`config.mk`:
```
export PLATFORM = sky130hd
export DESIGN_NAME = rx_frame_parser_flat
export DESIGN_NICKNAME = d
export VERILOG_FILES = /design/src/rtl/rx_frame_parser_if.sv /design/src/rtl/rx_frame_parser.sv /design/src/flat_wrapper.sv
export SDC_FILE = /design/constraint.sdc
export NUM_CORES = 1
export LEC_CHECK = 0
export BUFFER_PORTS_ARGS = -buffer_cell sky130_fd_sc_hd__buf_2
export CORE_MARGIN = 1.5
export CORE_UTILIZATION = 40
export CTS_CLUSTER_DIAMETER = 80
export CTS_CLUSTER_SIZE = 20
export DETAILED_ROUTE_END_ITERATION = 12
export PLACE_DENSITY = 0.66
export SETUP_SLACK_MARGIN = 0.5
export SYNTH_ARGS = -nofsm -noshare
export SYNTH_HDL_FRONTEND = slang
export SYNTH_SLANG_ARGS = --single-unit
```
`constraint.sdc`:
```
create_clock -name clock -period 9.85 [get_ports clock]
set_input_delay 1.4775 -clock clock [delete_from_list [all_inputs] [get_ports clock]]
set_output_delay 1.4775 -clock clock [all_outputs]
set_load 0.005 [all_outputs]
```
`src/rtl/rx_frame_parser_if.sv`:
```
// Byte-in / word-out bus of the frame parser.
// The slave side is the parser. The master side is whoever feeds it bytes
// and consumes the committed words.
interface rx_frame_parser_if;
  logic [7:0]  rx_byte;
  logic        rx_strobe;
  logic [15:0] word_data;
  logic        word_valid;
  logic        word_ready;
  logic [15:0] frame_seq;
  logic        frame_done;
  logic        frame_err;
  logic [2:0]  err_code;
  logic        busy;

  modport slave (
    input  rx_byte, rx_strobe, word_ready,
    output word_data, word_valid, frame_seq, frame_done, frame_err, err_code, busy
  );

  modport master (
    output rx_byte, rx_strobe, word_ready,
    input  word_data, word_valid, frame_seq, frame_done, frame_err, err_code, busy
  );
endinterface

```
`src/rtl/rx_frame_parser.sv`:
```
// Frame parser: L, 2L data bytes, SEQ, CK.
// Payload words are staged speculatively in a word FIFO and become visible
// to the consumer only after the frame checksum verifies.
module rx_frame_parser #(
  parameter int DEPTH          = 32,
  parameter int MAX_WORDS      = 16,
  parameter int TIMEOUT_CYCLES = 100000
) (
  input logic          clock,
  input logic          reset,
  rx_frame_parser_if.slave bus
);
  localparam int AW = $clog2(DEPTH);
  localparam int PW = AW + 1;
  localparam int TW = $clog2(TIMEOUT_CYCLES + 1);

  typedef enum logic [2:0] {
    S_IDLE, S_DATA_HI, S_DATA_LO, S_SEQ_HI, S_SEQ_LO, S_CK_HI, S_CK_LO, S_FINISH
  } state_t;

  state_t          state, state_nxt;
  logic [7:0]      cnt;
  logic [7:0]      hi_byte;
  logic [7:0]      ck_hi, ck_lo;
  logic [15:0]     seq;
  logic [15:0]     sum;
  logic            bad;
  logic [2:0]      bad_code;
  logic [TW-1:0]   tmo_cnt;
  logic [PW-1:0]   wr_spec, wr_commit, rd;
  logic [15:0]     mem [DEPTH];
  logic [15:0]     frame_seq_q;
  logic [2:0]      err_code_q;

  logic          active, tmo_fire, byte_take, fin, good, ck_ok;
  logic          full, do_write, ovf, pop, word_valid;
  logic [PW-1:0] occ;

  // The timeout counter only runs while a frame is being collected.
  assign active    = (state != S_IDLE) && (state != S_FINISH);
  assign tmo_fire  = active && (tmo_cnt == TW'(TIMEOUT_CYCLES - 1));
  // Bytes are dropped during FINISH and in the cycle the timeout fires.
  assign byte_take = bus.rx_strobe && !tmo_fire && (state != S_FINISH);
  assign fin       = (state == S_FINISH);
  assign ck_ok     = (sum == {ck_hi, ck_lo});
  assign good      = !bad && ck_ok;

  // Occupancy uses the pre-pop read pointer, so a same-cycle pop never
  // rescues a write; overflow is judged conservatively.
  assign occ      = wr_spec - rd;
  assign full     = (occ == PW'(DEPTH));
  assign do_write = byte_take && (state == S_DATA_LO) && !bad && !full;
  assign ovf      = byte_take && (state == S_DATA_LO) && !bad && full;

  assign word_valid = (wr_commit != rd);
  assign pop        = word_valid && bus.word_ready;

  assign bus.word_valid = word_valid;
  assign bus.word_data  = word_valid ? mem[rd[AW-1:0]] : 16'h0000;
  assign bus.frame_seq  = frame_seq_q;
  assign bus.err_code   = err_code_q;
  assign bus.frame_done = fin && good;
  assign bus.frame_err  = (fin && !good) || tmo_fire;
  assign bus.busy       = (state != S_IDLE);

  // State register.
  always_ff @(posedge clock or posedge reset) begin
    if (reset) state <= S_IDLE;
    else       state <= state_nxt;
  end

  // Next-state: walk the frame fields one accepted byte at a time.
  always_comb begin
    state_nxt = state;
    if (tmo_fire) begin
      state_nxt = S_IDLE;
    end else if (fin) begin
      state_nxt = S_IDLE;
    end else if (byte_take) begin
      case (state)
        S_IDLE:    state_nxt = (bus.rx_byte == 8'h00) ? S_SEQ_HI : S_DATA_HI;
        S_DATA_HI: state_nxt = S_DATA_LO;
        S_DATA_LO: state_nxt = (cnt == 8'd1) ? S_SEQ_HI : S_DATA_HI;
        S_SEQ_HI:  state_nxt = S_SEQ_LO;
        S_SEQ_LO:  state_nxt = S_CK_HI;
        S_CK_HI:   state_nxt = S_CK_LO;
        S_CK_LO:   state_nxt = S_FINISH;
        default:   state_nxt = state;
      endcase
    end
  end

  // Inter-byte gap counter; restarts on every strobe.
  always_ff @(posedge clock or posedge reset) begin
    if (reset)                        tmo_cnt <= '0;
    else if (!active || bus.rx_strobe) tmo_cnt <= '0;
    else                              tmo_cnt <= tmo_cnt + 1'b1;
  end

  // Field capture, running checksum and the first-cause-wins bad flag.
  always_ff @(posedge clock or posedge reset) begin
    if (reset) begin
      cnt      <= '0;
      hi_byte  <= '0;
      ck_hi    <= '0;
      ck_lo    <= '0;
      seq      <= '0;
      sum      <= '0;
      bad      <= 1'b0;
      bad_code <= '0;
    end else if (byte_take) begin
      case (state)
        S_IDLE: begin
          cnt      <= bus.rx_byte;
          sum      <= {8'h00, bus.rx_byte};
          bad      <= (int'(bus.rx_byte) > MAX_WORDS);
          bad_code <= (int'(bus.rx_byte) > MAX_WORDS) ? 3'b010 : 3'b000;
        end
        S_DATA_HI: begin
          hi_byte <= bus.rx_byte;
          sum     <= sum + {8'h00, bus.rx_byte};
        end
        S_DATA_LO: begin
          sum <= sum + {8'h00, bus.rx_byte};
          cnt <= cnt - 8'd1;
          if (ovf) begin
            bad      <= 1'b1;
            bad_code <= 3'b011;
          end
        end
        S_SEQ_HI: begin
          seq[15:8] <= bus.rx_byte;
          sum       <= sum + {8'h00, bus.rx_byte};
        end
        S_SEQ_LO: begin
          seq[7:0] <= bus.rx_byte;
          sum      <= sum + {8'h00, bus.rx_byte};
        end
        S_CK_HI: ck_hi <= bus.rx_byte;
        S_CK_LO: ck_lo <= bus.rx_byte;
        default: ;
      endcase
    end
  end

  // FIFO pointers: speculative write, commit on a good FINISH, roll back
  // on a drop or timeout.
  always_ff @(posedge clock or posedge reset) begin
    if (reset) begin
      wr_spec   <= '0;
      wr_commit <= '0;
      rd        <= '0;
    end else begin
      if (tmo_fire || (fin && !good)) wr_spec <= wr_commit;
      else if (do_write)              wr_spec <= wr_spec + 1'b1;
      if (fin && good) wr_commit <= wr_spec;
      if (pop)         rd        <= rd + 1'b1;
    end
  end

  // Held frame status: sequence of last good frame, cause of last drop.
  always_ff @(posedge clock or posedge reset) begin
    if (reset) begin
      frame_seq_q <= '0;
      err_code_q  <= '0;
    end else begin
      if (fin && good)       frame_seq_q <= seq;
      if (tmo_fire)          err_code_q  <= 3'b100;
      else if (fin && !good) err_code_q  <= bad ? bad_code : 3'b001;
    end
  end

  // Word storage; contents are don't-care until committed, so no reset.
  always_ff @(posedge clock) begin
    if (do_write) mem[wr_spec[AW-1:0]] <= {hi_byte, bus.rx_byte};
  end
endmodule
```
`src/flat_wrapper.sv`:
```
// flat-port wrapper written by rule: the top's interface ports become plain ports
module rx_frame_parser_flat 
#(
  parameter int DEPTH          = 32,
  parameter int MAX_WORDS      = 16,
  parameter int TIMEOUT_CYCLES = 100000
)
  (clock, reset, bus_rx_byte, bus_rx_strobe, bus_word_ready, bus_word_data, bus_word_valid, bus_frame_seq, bus_frame_done, bus_frame_err, bus_err_code, bus_busy);
  rx_frame_parser_if bus_i ();
  input logic clock;
  input logic reset;
  input wire logic [$bits(bus_i.rx_byte)-1:0] bus_rx_byte;
  input wire logic [$bits(bus_i.rx_strobe)-1:0] bus_rx_strobe;
  input wire logic [$bits(bus_i.word_ready)-1:0] bus_word_ready;
  output wire logic [$bits(bus_i.word_data)-1:0] bus_word_data;
  output wire logic [$bits(bus_i.word_valid)-1:0] bus_word_valid;
  output wire logic [$bits(bus_i.frame_seq)-1:0] bus_frame_seq;
  output wire logic [$bits(bus_i.frame_done)-1:0] bus_frame_done;
  output wire logic [$bits(bus_i.frame_err)-1:0] bus_frame_err;
  output wire logic [$bits(bus_i.err_code)-1:0] bus_err_code;
  output wire logic [$bits(bus_i.busy)-1:0] bus_busy;
  assign bus_i.rx_byte = bus_rx_byte;
  assign bus_i.rx_strobe = bus_rx_strobe;
  assign bus_i.word_ready = bus_word_ready;
  assign bus_word_data = bus_i.word_data;
  assign bus_word_valid = bus_i.word_valid;
  assign bus_frame_seq = bus_i.frame_seq;
  assign bus_frame_done = bus_i.frame_done;
  assign bus_frame_err = bus_i.frame_err;
  assign bus_err_code = bus_i.err_code;
  assign bus_busy = bus_i.busy;
  rx_frame_parser #(.DEPTH(DEPTH), .MAX_WORDS(MAX_WORDS), .TIMEOUT_CYCLES(TIMEOUT_CYCLES)) u_core (.clock(clock), .reset(reset), .bus(bus_i));
endmodule
```
Yosys cells after proc, flatten, opt, wreduce, memory -nomap -nowiden
Memories as Yosys holds them, arrays and structs flattened.
Cells that the tools add are included.
Storage, ports and cells
  bits in registers: 125
  bits in writable memories: 512
  input port bits: 12
  output and inout port bits: 39
  logic and storage cells: 98
  memories kept: 1
Cells by class
  $add $sub $neg: 6
  $lt $le $gt $ge: 1
  equal/unequal tests: 14
  muxes and demuxes: 22
  reductions and logical operators: 38
Memories
  u_core.mem: depth 32, bits a word 16, rd ports 1, clocked after Yosys merged registers in 0, write ports 1, RTL line rx_frame_parser.sv:31  | logic [15:0] mem [DEPTH];
Operators with widths (number)
  16-bit case mux with 2 select lines: 1
  3-bit 2-to-1 mux: 7
  3-bit case mux with 7 select lines: 1
  17-bit by 1-bit adder with 17-bit output, second input constant: 1
  17-bit equality test, second input constant: 1
  17-bit 2-to-1 mux: 1
  16-bit by 8-bit adder with 16-bit output: 1
  16-bit equality test: 1
  16-bit 2-to-1 mux: 1
  8-bit case mux with 2 select lines: 1
  2-bit AND reduction: 8
  6-bit by 1-bit adder with 6-bit output, second input constant: 2
  3-bit equality test, second input constant: 4
  1-bit logical AND: 12
  6-bit 2-to-1 mux: 2
  9-bit nonzero test: 1
  8-bit by 1-bit equality test with 1-bit output, second input constant: 1
  8-bit by 5-bit > comparator with 1-bit output, second input constant: 1
  8-bit logical NOT: 1
  2-bit nonzero test: 4
  8-bit by 1-bit subtractor with 8-bit output, second input constant: 1
  3-bit by 2-bit equality test with 1-bit output, second input constant: 2
  6-bit equality test, second input constant: 1
  2-bit 2-to-1 mux: 3
  14 further kinds: 22

Logic depth before layout (Yosys ltp)
  depth after elaboration: 11
  gate-level depth with buffers: 13
  mapped depth without buffers: 10

Worst setup path before layout
Ideal clock, no wire load.
  kind: register -> register
  start: reg u_core.rd[1]
  end: mem u_core.mem[15][0] (enable)
  library setup time: 0.412 ns
  arrival: 3.582 ns
  required time: 9.438 ns
  slack: 5.857 ns
  cell stages (with the launch flop): 12
  path buffers: 3
  clock period less this slack: 3.993 ns
  path through: dfrtp_1 clkbuf_1 clkbuf_1 clkbuf_1 inv_1 ha_1 nand2b_1 a21oi_1 and2_1 o2111ai_1 o211ai_2 nor3_1
Between the ends
  word-level cells in the longest chain between the ends: 6
RTL lines
  from (decl): RTL line rx_frame_parser.sv:30  | logic [PW-1:0] wr_spec, wr_commit, rd;
  from (signal assigned): RTL line rx_frame_parser.sv:157  | if (pop) rd <= rd + 1'b1;
  6-bit subtractor: RTL line rx_frame_parser.sv:50  | assign occ = wr_spec - rd;
  6-bit equality test: RTL line rx_frame_parser.sv:51  | assign full = (occ == PW'(DEPTH));
  1-bit logical NOT: RTL line rx_frame_parser.sv:52  | assign do_write = byte_take && (state == S_DATA_LO) && !bad && !full;
  1-bit logical AND: RTL line rx_frame_parser.sv:52
  1-bit 2-to-1 mux: RTL line rx_frame_parser.sv:175  | if (do_write) mem[wr_spec[AW-1:0]] <= {hi_byte, bus.rx_byte};
  1-bit 2-to-1 mux (not written as such): RTL line rx_frame_parser.sv:175
  to (decl): RTL line rx_frame_parser.sv:31
No other way between the ends.

Final worst setup path
  start: reg u_core.rd[1]
  end: out bus_word_data[2]
Between the ends
  word-level cells in the longest chain between the ends: 2
  elaborated cells between the ends (all ways): 3
  those cells by class: eq/ne (1); mux (1); memory (1)
RTL lines
  memory 32 x 16 bit or 6-bit inequality test (tied branches)
  16-bit 2-to-1 mux *: RTL line rx_frame_parser.sv:59  | assign bus.word_data = word_valid ? mem[rd[AW-1:0]] : 16'h0000;
  to (decl): RTL line flat_wrapper.sv:15  | output wire logic [$bits(bus_i.word_data)-1:0] bus_word_data;
Mark *: on every way between the ends. The rest lies on a longest branch, timed or not.

==> reports/results.ini <==
[outcome]
status=finished, final reports clean

[setup_path]
setup.worst_path.end_class=output port
cp_max_fo=73
arrival_ns=4.01
reg2reg_slack_ns=5.25
worstPathRequired_ns=8.37
path_cells=buf_4 -> mux4_2 -> mux4_2 -> nand2_1 -> a21oi_1 -> buf_2
cp_slowest_cell=dfrtp_4
path_class=reg2out
startpoint_type=flop
crit_top_cell=mux4_2
slowest_delay_ns=1.07

[run]
max_cap_viol_count=0

[clocking]
cts_root_buffer=clkbuf_16
cts_setup_buffers=0
clockBufferDepth=3
cts_tree=done
clock-sinks=635
cts_buffers=38
path_clk_slew_ns=0.08
htreeDepth=2
hold_buffers=0
post_cts_resized=0
insertion_delay_ns=0.60

[routing]
drc_errors=0
drt-pass1-iter-count=5
wirelength_mm=57.36
via_count=13080
drt_iter0_markers=1331
ant_nets=0
wire_per_inst_um=24.55
avgViaCountPerCell=5.601

[sta]
tns_ns=0
fmax_mhz=182.2
worst_pin_slew_ns=1.232
clock_skew_ns=0.03772
relSlewSlack=0.1788
period_minus_slack_ns=5.489
finalCritPeriodShare=0.5573
grt_setup_unrepaired=no
slew_viol_final=0
finalSetupViolations=0
hold_violations=0

[die]
ios=51
die_h_um=257.4
num_rows=93
dieArea_um2=66260
initial_core_util=0.4031
core_um2=64230
die_w_um=257.4

[logic_synthesis]
ys_seq_area_frac=0.7128
yosys.area.top_type_share=0.5939
syn_avg_cell_area_um2=18.60
syn_inst=1392
synth-edff-count=512
synth.area.top_cells=edfxtp_1, mux4_2, dfrtp_1
ys_warn_count=0
synth_fp_nets=1426
synth_flop_cell=edfxtp_1
synthTopCellsByCount=edfxtp_1, mux4_2, dfrtp_1
synth_cell_types=64
synth_seq_cells=635
synth_area_leader_cell=edfxtp_1
synth.most_common_cell=edfxtp_1
async_flop_share=0.1937
synth_area_um2=25890

[cells_and_area]
fin_cells=2336
n_antenna_cell=0
area_delta_synth_final_pct=9.661
drive_gt1_frac=0.2505
fin_nets=1485
stdcell_area_um2=28390

[hold_path]
worstHoldPathType=reg2reg

[power_and_ir_drop]
p_sw_uw=2228
powerDensity_nw_per_um2=255.9
peakVddDrop_uv=151.8
p_clk_frac=0.228
p_seq_frac=0.491
swShare=0.3066
fin_total_pwr_uw=7266
p_int_uw=5038
power_frac_comb=0.281
p_leak_uw=0.009661

[place]
port_buffers=50
gp_congestion=0.7777
dp.cells=2266
place_area_um2=27230
place_hpwl_mm=32.26

[grt]
antenna_found_initial=1
grt_overflow=0
grt_max_degree=121
grt_pass1_wl_mm=86.43
first_global_vias=13440
track_usage=0.1753

[final timing paths]
| check | startpoint | depth (start not counted) | to |
|---|---|---|---|
| setup / recovery | u_core.rd[1] | 6 | bus_word_data[2] |
| hold / removal | u_core.tmo_cnt[0] | 1 | u_core.tmo_cnt[0] |
| setup reg to reg | u_core.rd[3] | 9 | u_core.mem[1][11] |
| hold reg to reg | u_core.tmo_cnt[0] | 1 | u_core.tmo_cnt[0] |
| max in group asynchronous | reset | 3 | u_core.rd[1] |
| min in group asynchronous | reset | 2 | u_core.seq[4] |
[per-layer routing]
layer	global-route usage	vias to the layer above	part of all wire
met3	0.03034	74	0.062
met2	0.2925	458	0.49
met1	0.2415	6908	0.42
met4	0.03882	2	0.019
met5	0	-	0.00017
li1	-	5642	-
[power by group through the flow]
stage | Sequential (µW) | Clock [µW] | Combinational [µW]
finish | 3570 | 1650 | 2040
global route | 3620 | 1780 | 2220
CTS | 3570 | 1690 | 2070
detailed placement | 3630 | 0 | 2070
global placement | 3610 | 0 | 2040
floorplan | 3440 | 0 | 1590
[per-stage QoR]
step,worst slack (ns),hold WS [ns],utilization
2_1_floorplan,5.102,0.4444,-
5_1_grt,4.201,0.5006,0.4420
3_5_place_dp,4.915,0.4733,0.4239
4_1_cts,4.272,0.4876,0.4420
6_report,4.361,0.4903,0.4420
3_3_place_gp,4.923,0.4646,0.4239
[worst max-delay path: cells and delay by family (launching register included)]
family	cells	cell delay [ns]
flip-flops	1	1.07
multiplexers	2	0.90
AND/OR/NAND/NOR	1	0.19
buffers and inverters	2	1.12
AO/OA/AOI/OAI	1	0.14
[state kept, by name, indices dropped and copies added (netlist names)]
signal / count
u_core.rd: 6
u_core.tmo_cnt: 17
u_core.state: 3
u_core.bus.frame_seq: 16
u_core.bus.err_code: 3
u_core.wr_commit: 6
u_core.ck_hi: 8
u_core.mem: 512
u_core.wr_spec: 6
u_core.hi_byte: 8
u_core.seq: 16
u_core.sum: 16
u_core.cnt: 8
u_core.ck_lo: 8
u_core.bad_code: 1
u_core.bad: 1
[final cells by class]
class,count,area (µm²)
clock inverters,5,55.05
inverters,24,92.59
well taps,855,1070
multi-input cells,668,7088
clock buffers,65,1105
flip-flops and latches,635,18460
fillers,5536,35840
repair buffers,84,518.0
[cell families (layout without fill, tap and decap cells)]
| logic type | after synthesis | in the layout | synth area share |
|---|---|---|---|
| flops | 635 | 635 | 0.7128 |
| simple gates | 259 | 259 | 0.05109 |
| mux | 221 | 221 | 0.1665 |
| compound gates | 113 | 113 | 0.02615 |
| buf+inv | 89 | 178 | 0.01460 |
| xor+xnor | 53 | 53 | 0.01793 |
| fa+ha+maj | 22 | 22 | 0.01092 |
[cells in the final DEF, fill, tap and decap left out, drive strengths merged, types with 8 or more instances in the layout]
master / synthesis / routed
nor3: 17 / 17
nand3: 17 / 17
dfrtp: 123 / 123
nor2b: 13 / 13
ha: 21 / 21
edfxtp: 512 / 512
a21oi: 48 / 48
nor4: 8 / 8
mux2: 57 / 57
buf: 33 / 84
clkbuf: 32 / 65
mux4: 160 / 160
and3: 31 / 31
inv: 23 / 25
or3: 8 / 8
nor2: 59 / 59
xor2: 28 / 28
xnor2: 25 / 25
nand2: 65 / 65
o21ai: 31 / 31
nand4: 12 / 12
No activity file was read; power rests on OpenSTA's default activity.
